**src/rtl/mem_port_arbiter.sv**
```systemverilog
// mem_port_arbiter: shares one single-ported, byte-addressed, little-endian
// 32-bit memory between the fetch port (IF) and the load/store port (D).
// Only one access is in flight at a time. Sub-word stores are done as a
// read-modify-write because the memory only writes whole words. Sub-word
// loads are extracted and zero-extended. Misaligned accesses and the illegal
// size are answered with an error and never touch memory.
module mem_port_arbiter #(
   parameter bit FIXED_PRI = 1'b0
) (
   input  logic        clock,
   input  logic        reset,
   input  logic        if_req,
   input  logic [31:0] if_addr,
   output logic        if_ack,
   output logic [31:0] if_rdata,
   output logic        if_err,
   input  logic        d_req,
   input  logic        d_we,
   input  logic [1:0]  d_size,
   input  logic [31:0] d_addr,
   input  logic [31:0] d_wdata,
   output logic        d_ack,
   output logic [31:0] d_rdata,
   output logic        d_err,
   output logic [31:0] mem_address,
   output logic [31:0] mem_data_in,
   output logic        mem_read_write,
   input  logic [31:0] mem_data_out
);

   typedef enum logic [2:0] {
      IDLE,
      READ,
      WRITE,
      RMW_RD,
      RMW_WR,
      ACK
   } state_t;

   localparam logic OWN_IF = 1'b0;
   localparam logic OWN_D  = 1'b1;

   localparam logic [1:0] SIZE_BYTE = 2'b00;
   localparam logic [1:0] SIZE_HALF = 2'b01;
   localparam logic [1:0] SIZE_WORD = 2'b10;

   state_t      state;
   state_t      next_state;

   logic        owner;
   logic        last_grant;
   logic [31:0] acc_addr;
   logic [1:0]  acc_size;
   logic [31:0] acc_wdata;
   logic [31:0] merge;

   logic        if_want;
   logic        d_want;
   logic        grant_if;
   logic        grant_d;
   logic [31:0] req_addr;
   logic [1:0]  req_size;
   logic        req_we;
   logic        req_err;

   logic [31:0] aligned_addr;
   logic [7:0]  sel_byte;
   logic [15:0] sel_half;
   logic [31:0] load_data;
   logic [31:0] merge_word;

   // Arbitration: an acked requester sits out, D wins ties under fixed priority, otherwise the one not served last wins.
   always_comb begin
      if_want  = if_req & ~if_ack;
      d_want   = d_req & ~d_ack;
      grant_if = 1'b0;
      grant_d  = 1'b0;
      if (d_want && (!if_want || FIXED_PRI || (last_grant == OWN_IF))) begin
         grant_d = 1'b1;
      end else if (if_want) begin
         grant_if = 1'b1;
      end
   end

   // Decode of the winning request: fetches are always aligned word reads, so only their low address bits can fault.
   always_comb begin
      req_addr = grant_d ? d_addr : if_addr;
      req_size = grant_d ? d_size : SIZE_WORD;
      req_we   = grant_d & d_we;
      case (req_size)
         SIZE_BYTE: req_err = 1'b0;
         SIZE_HALF: req_err = req_addr[0];
         SIZE_WORD: req_err = (req_addr[1:0] != 2'b00);
         default:   req_err = 1'b1;
      endcase
   end

   // Load data extraction: pick the addressed byte or half of the memory word and zero-extend it.
   always_comb begin
      case (acc_addr[1:0])
         2'b00:   sel_byte = mem_data_out[7:0];
         2'b01:   sel_byte = mem_data_out[15:8];
         2'b10:   sel_byte = mem_data_out[23:16];
         default: sel_byte = mem_data_out[31:24];
      endcase
      sel_half = acc_addr[1] ? mem_data_out[31:16] : mem_data_out[15:0];
      case (acc_size)
         SIZE_BYTE: load_data = {24'h0, sel_byte};
         SIZE_HALF: load_data = {16'h0, sel_half};
         default:   load_data = mem_data_out;
      endcase
   end

   // Read-modify-write merge: replace only the addressed byte lane(s) of the word just read.
   always_comb begin
      merge_word = mem_data_out;
      if (acc_size == SIZE_BYTE) begin
         case (acc_addr[1:0])
            2'b00:   merge_word[7:0]   = acc_wdata[7:0];
            2'b01:   merge_word[15:8]  = acc_wdata[7:0];
            2'b10:   merge_word[23:16] = acc_wdata[7:0];
            default: merge_word[31:24] = acc_wdata[7:0];
         endcase
      end else if (acc_addr[1]) begin
         merge_word[31:16] = acc_wdata[15:0];
      end else begin
         merge_word[15:0] = acc_wdata[15:0];
      end
   end

   // Next-state and memory-side outputs; the write strobe is gated by reset so no write lands on a reset edge.
   always_comb begin
      next_state     = state;
      aligned_addr   = {acc_addr[31:2], 2'b00};
      mem_address    = 32'h0;
      mem_data_in    = 32'h0;
      mem_read_write = 1'b0;
      case (state)
         IDLE: begin
            if (grant_if || grant_d) begin
               if (req_err) begin
                  next_state = ACK;
               end else if (!req_we) begin
                  next_state = READ;
               end else if (req_size == SIZE_WORD) begin
                  next_state = WRITE;
               end else begin
                  next_state = RMW_RD;
               end
            end
         end
         READ: begin
            mem_address = aligned_addr;
            next_state  = ACK;
         end
         WRITE: begin
            mem_address    = aligned_addr;
            mem_data_in    = acc_wdata;
            mem_read_write = ~reset;
            next_state     = ACK;
         end
         RMW_RD: begin
            mem_address = aligned_addr;
            next_state  = RMW_WR;
         end
         RMW_WR: begin
            mem_address    = aligned_addr;
            mem_data_in    = merge;
            mem_read_write = ~reset;
            next_state     = ACK;
         end
         ACK: begin
            next_state = IDLE;
         end
         default: begin
            next_state = IDLE;
         end
      endcase
   end

   // State register; reset aborts any access in flight.
   always_ff @(posedge clock) begin
      if (reset) begin
         state <= IDLE;
      end else begin
         state <= next_state;
      end
   end

   // Access latches, merge buffer and the registered ack/err/rdata responses.
   always_ff @(posedge clock) begin
      if (reset) begin
         owner      <= OWN_IF;
         last_grant <= OWN_D;
         acc_addr   <= 32'h0;
         acc_size   <= 2'b00;
         acc_wdata  <= 32'h0;
         merge      <= 32'h0;
         if_ack     <= 1'b0;
         if_err     <= 1'b0;
         if_rdata   <= 32'h0;
         d_ack      <= 1'b0;
         d_err      <= 1'b0;
         d_rdata    <= 32'h0;
      end else begin
         if_ack <= 1'b0;
         d_ack  <= 1'b0;
         case (state)
            IDLE: begin
               if (grant_if || grant_d) begin
                  owner      <= grant_d;
                  last_grant <= grant_d;
                  acc_addr   <= req_addr;
                  acc_size   <= req_size;
                  acc_wdata  <= grant_d ? d_wdata : 32'h0;
                  if (req_err) begin
                     if (grant_d) begin
                        d_ack   <= 1'b1;
                        d_err   <= 1'b1;
                        d_rdata <= 32'h0;
                     end else begin
                        if_ack   <= 1'b1;
                        if_err   <= 1'b1;
                        if_rdata <= 32'h0;
                     end
                  end
               end
            end
            READ: begin
               if (owner == OWN_D) begin
                  d_ack   <= 1'b1;
                  d_err   <= 1'b0;
                  d_rdata <= load_data;
               end else begin
                  if_ack   <= 1'b1;
                  if_err   <= 1'b0;
                  if_rdata <= mem_data_out;
               end
            end
            WRITE, RMW_WR: begin
               d_ack <= 1'b1;
               d_err <= 1'b0;
            end
            RMW_RD: begin
               merge <= merge_word;
            end
            default: begin
            end
         endcase
      end
   end

endmodule
```
**config.mk**
```make
export PLATFORM = sky130hd
export DESIGN_NAME = mem_port_arbiter
export DESIGN_NICKNAME = d
export VERILOG_FILES = /design/src/rtl/mem_port_arbiter.sv
export SDC_FILE = /design/constraint.sdc
export NUM_CORES = 1
export LEC_CHECK = 0
export ABC_AREA = 1
export CORE_AREA = 2 2 170 139
export CTS_CLUSTER_DIAMETER = 150
export DETAILED_ROUTE_END_ITERATION = 12
export DIE_AREA = 0 0 172 141
export DONT_BUFFER_PORTS = 1
export PLACE_DENSITY = 0.55
export SLEW_MARGIN = 20
export SYNTH_ARGS = -nofsm -noshare
export SYNTH_HDL_FRONTEND = slang
export SYNTH_SLANG_ARGS = --single-unit
```
**constraint.sdc**
```tcl
create_clock -name clock -period 2.1 [get_ports clock]
set_input_delay 0.21 -clock clock [delete_from_list [all_inputs] [get_ports clock]]
set_output_delay 0.21 -clock clock [all_outputs]
set_load 0.02 [all_outputs]
```
==> results.toml <==
[status]
outcome = "complete, no violations"

[final_layout]
num-nets-final = 1502
highest_count_cells_in_the_layout_ignoring_fill_and_taps = "273 x sky130_fd_sc_hd__nand2_1, 167 x sky130_fd_sc_hd__dfxtp_1, 146 x sky130_fd_sc_hd__inv_1"
register_area_sq_mm = 0.00343
finalInstanceArea_sq_mm = 0.0106
final_common_cell = "sky130_fd_sc_hd__nand2_1"
layout-area-overhead-vs-synth_pct = 20.0
nFillCells = 2421
layout.core_utilization_pct = 46.7
finalNonFillerCells = 1692
multi_input_area_sq_mm = 0.00432
share_of_layout_cells_above_drive_strength_1_pct = 14.6

[worst_setup_path]
crit_fanout = 15
crit_path_launch_type = "register"
setup.reg_to_reg.worst_slack_ps = 250
rr_startpoint = "if_ack"
max_stage_delay_ps = 340
worst_r2r_path_depth = 12
cp_slowest_cell = "sky130_fd_sc_hd__dfxtp_2"
timing.critical_path.to_type = "primary output"
worst-endpoint-arrival_ps = 1820
crit_chain = "nor2_4 -> inv_4 -> nor2_8 -> inv_4 -> nand2_2 -> nor2_2 -> inv_2 -> bufbuf_16 -> nand2_1 -> inv_2"
criticalPathCategory = "reg -> out"
worst_ep_required_time_ps = 1890
rr_endpoint = "d_rdata[17]"

[worst_hold_path]
holdPathStages = 2
hold-path-endpoint = "merge[18]"
timing.hold.worst.start = "mem_data_out[18]"
hold_class = "in -> reg"

[clock_network]
cts_tree = "yes"
cts_root_buffer = "sky130_fd_sc_hd__clkbuf_16"
worst_setup_hold_path_clk_slew_ps = 70
cts_made_buffers = 17
worstSkewPairLatency_ps = 440
cts.sinks = 171
ctsHtreeMaxLevel = 4
clk_path_buf_depth = 2

[logic_synthesis]
register_area_share_after_synthesis_pct = 38.6
synth_area_leaders = "sky130_fd_sc_hd__dfxtp_1 39%, sky130_fd_sc_hd__nand2_1 12%, sky130_fd_sc_hd__inv_1 7.6%"
yosysWarningCount = 0
synth_seq_cells = 171
netlist_instances = 1310
synth_cell_types = 36
synth_area_leader_cell = "sky130_fd_sc_hd__dfxtp_1"
mappedNetlistArea_sq_mm = 0.00887
synthDominantCellAreaShare_pct = 38.6
synth.avg_cell_area_sq_um = 6.77

[floorplanning]
die-height_um = 141
placeableCoreArea_sq_mm = 0.0228
initial_core_util_pct = 39.0
fp.dieArea_sq_mm = 0.0243
floorplan.rows = 50
ios = 268
floorplan.die.width_um = 172

[route]
routed-via-count = 8866
first_pass_iters = 5
detail_route.wl_per_cell_um = 18.5
drcViolationCount = 0
drt_first_iter_violations = 694
detail-route-antenna-nets = 0
drt-vias-per-instance = 5.24
totalWireLength_um = 31400

[timing]
final-setup-viol-count = 0
fmaxAchievable_mhz = 493
final_worst_path_period_share_pct = 96.5
hold_viol_final = 0
hold_ws_ps = 13.0
minimum_clock_period_after_layout_ps = 2030
final.setup.tns_ps = 0
finalMaxSlewViolations = 0
rsz0062_at_grt = "true"
clock-skew-final_ps = 17.8
timing.final.ws_setup_ps = 73.3

[pwr]
power_frac_seq_pct = 32.7
clock_power_share_pct = 19.8
p_int_mw = 8.49
leakage_power_nw = 4.46
ir_drop_mv = 0.660
power_density_mw_per_mm2 = 1500
p_sw_mw = 7.52
total_power_mw = 16.0
swShare_pct = 47.0
p_comb_share_pct = 47.5

[place]
dpl-instance-area_sq_mm = 0.00942
detailedPlacementHpwl_um = 22000
place_worst_setup_slack_ps = 159
numPlacedInstances = 1603
place_congestion = 0.911
place.port_buffers = 0

[job]
cap_viol_max_count = 0

[global_routing]
use_met1_pct = 35.0
grt_pass1_wl_um = 47000
gr-total-overflow = 0
antenna_violations_before_repair = 1
grt_util_met2_pct = 37.8
vias_in_the_first_global_route = 8060
track_usage_pct = 25.4
maximum_number_of_pins_on_one_net_before_global_route_repair = 70
top_usage_layer = "met2"
global_route.usage.met3_pct = 7.92
## kinds of logic (layout without fill, tap and decap cells)
family          count (synthesis)  in the layout  synth area share, %
flops                         171            171                 38.6
buf+inv                       284            352                 13.2
compound gates                361            361                 23.0
simple gates                  493            493                 25.1
other cells                     1              3               0.0423
## repair_timing
item | CTS | global route
cloned | 1 | 0
setup buffers | 1 | 5
hold endpoints to repair | 74 | 0
hold buffers | 50 | 0
pin swaps | 0 | 3
setup endpoints to repair | 30 | 40
resized for setup | 37 | 11
## power by group through the flow
| stage | sequential [mW] | clock (mW) | combinational, mW |
|---|---|---|---|
| after floorplan | 5.03 | 0 | 5.60 |
| after global placement | 5.29 | 0 | 6.97 |
| after detailed placement | 5.28 | 0 | 7.04 |
| after CTS | 5.23 | 3.21 | 7.42 |
| after global routing | 5.36 | 3.34 | 8.51 |
| final | 5.24 | 3.16 | 7.61 |
## final cells by class
type | count | share of cell area (%)
clock inverters | 10 | 1.12
repair buffers | 134 | 11.4
diodes | 1 | 0.0235
flip-flops and latches | 171 | 32.3
clock buffers | 21 | 4.33
inverters | 187 | 6.70
multi-input cells | 856 | 40.5
well taps | 312 | 3.67
## Yosys cell counts (all sizes together)
master    n
nand2   284
inv     186
dfxtp   171
a21oi   127
o21ai   105
nor2    103
nand3    71
clkbuf   62
o211ai   41
o22ai    39
buf      35
a31oi    33
nand3b   18
a22oi     8
nand4     8
nor3      7
o21bai    7
nor4      2
clkinv    1
conb      1
o221ai    1
## routing by layer
metal | part of all wire, % | vias to the layer above | wire length, um
met1 | 45 | 4071 | 14200
met3 | 9.0 | 44 | 2830
li1 | - | 4414 | -
met4 | 2.2 | 0 | 682
met2 | 44 | 337 | 13700
met5 | 0 | - | 0
## flip-flops by register name, indices dropped and copies added, names as in the netlist, 2 cells and up
name,count
acc_addr,32
acc_wdata,32
d_rdata,32
if_rdata,32
merge,32
state,3
acc_size,2
## how the worst max path moves through the flow
stage | startpoint | to | slack, ps | depth (start not counted)
after global placement | if_ack | d_rdata[20] | 260 | 12
after detailed placement | if_ack | d_rdata[13] | 160 | 12
final | state[1] | mem_address[22] | 70 | 10
after CTS | state[2] | mem_address[22] | -10 | 10
after global routing | state[2] | mem_address[24] | -30 | 10
after floorplan | if_ack | d_rdata[10] | 450 | 13
## worst max-delay path: cells and delay by family, from the launching register on
family / cells / cell delay [ps]
buf+inv: 5 / 600
simple gates: 5 / 440
flops: 1 / 340
Note: power is estimated with default switching activity, not from simulation.
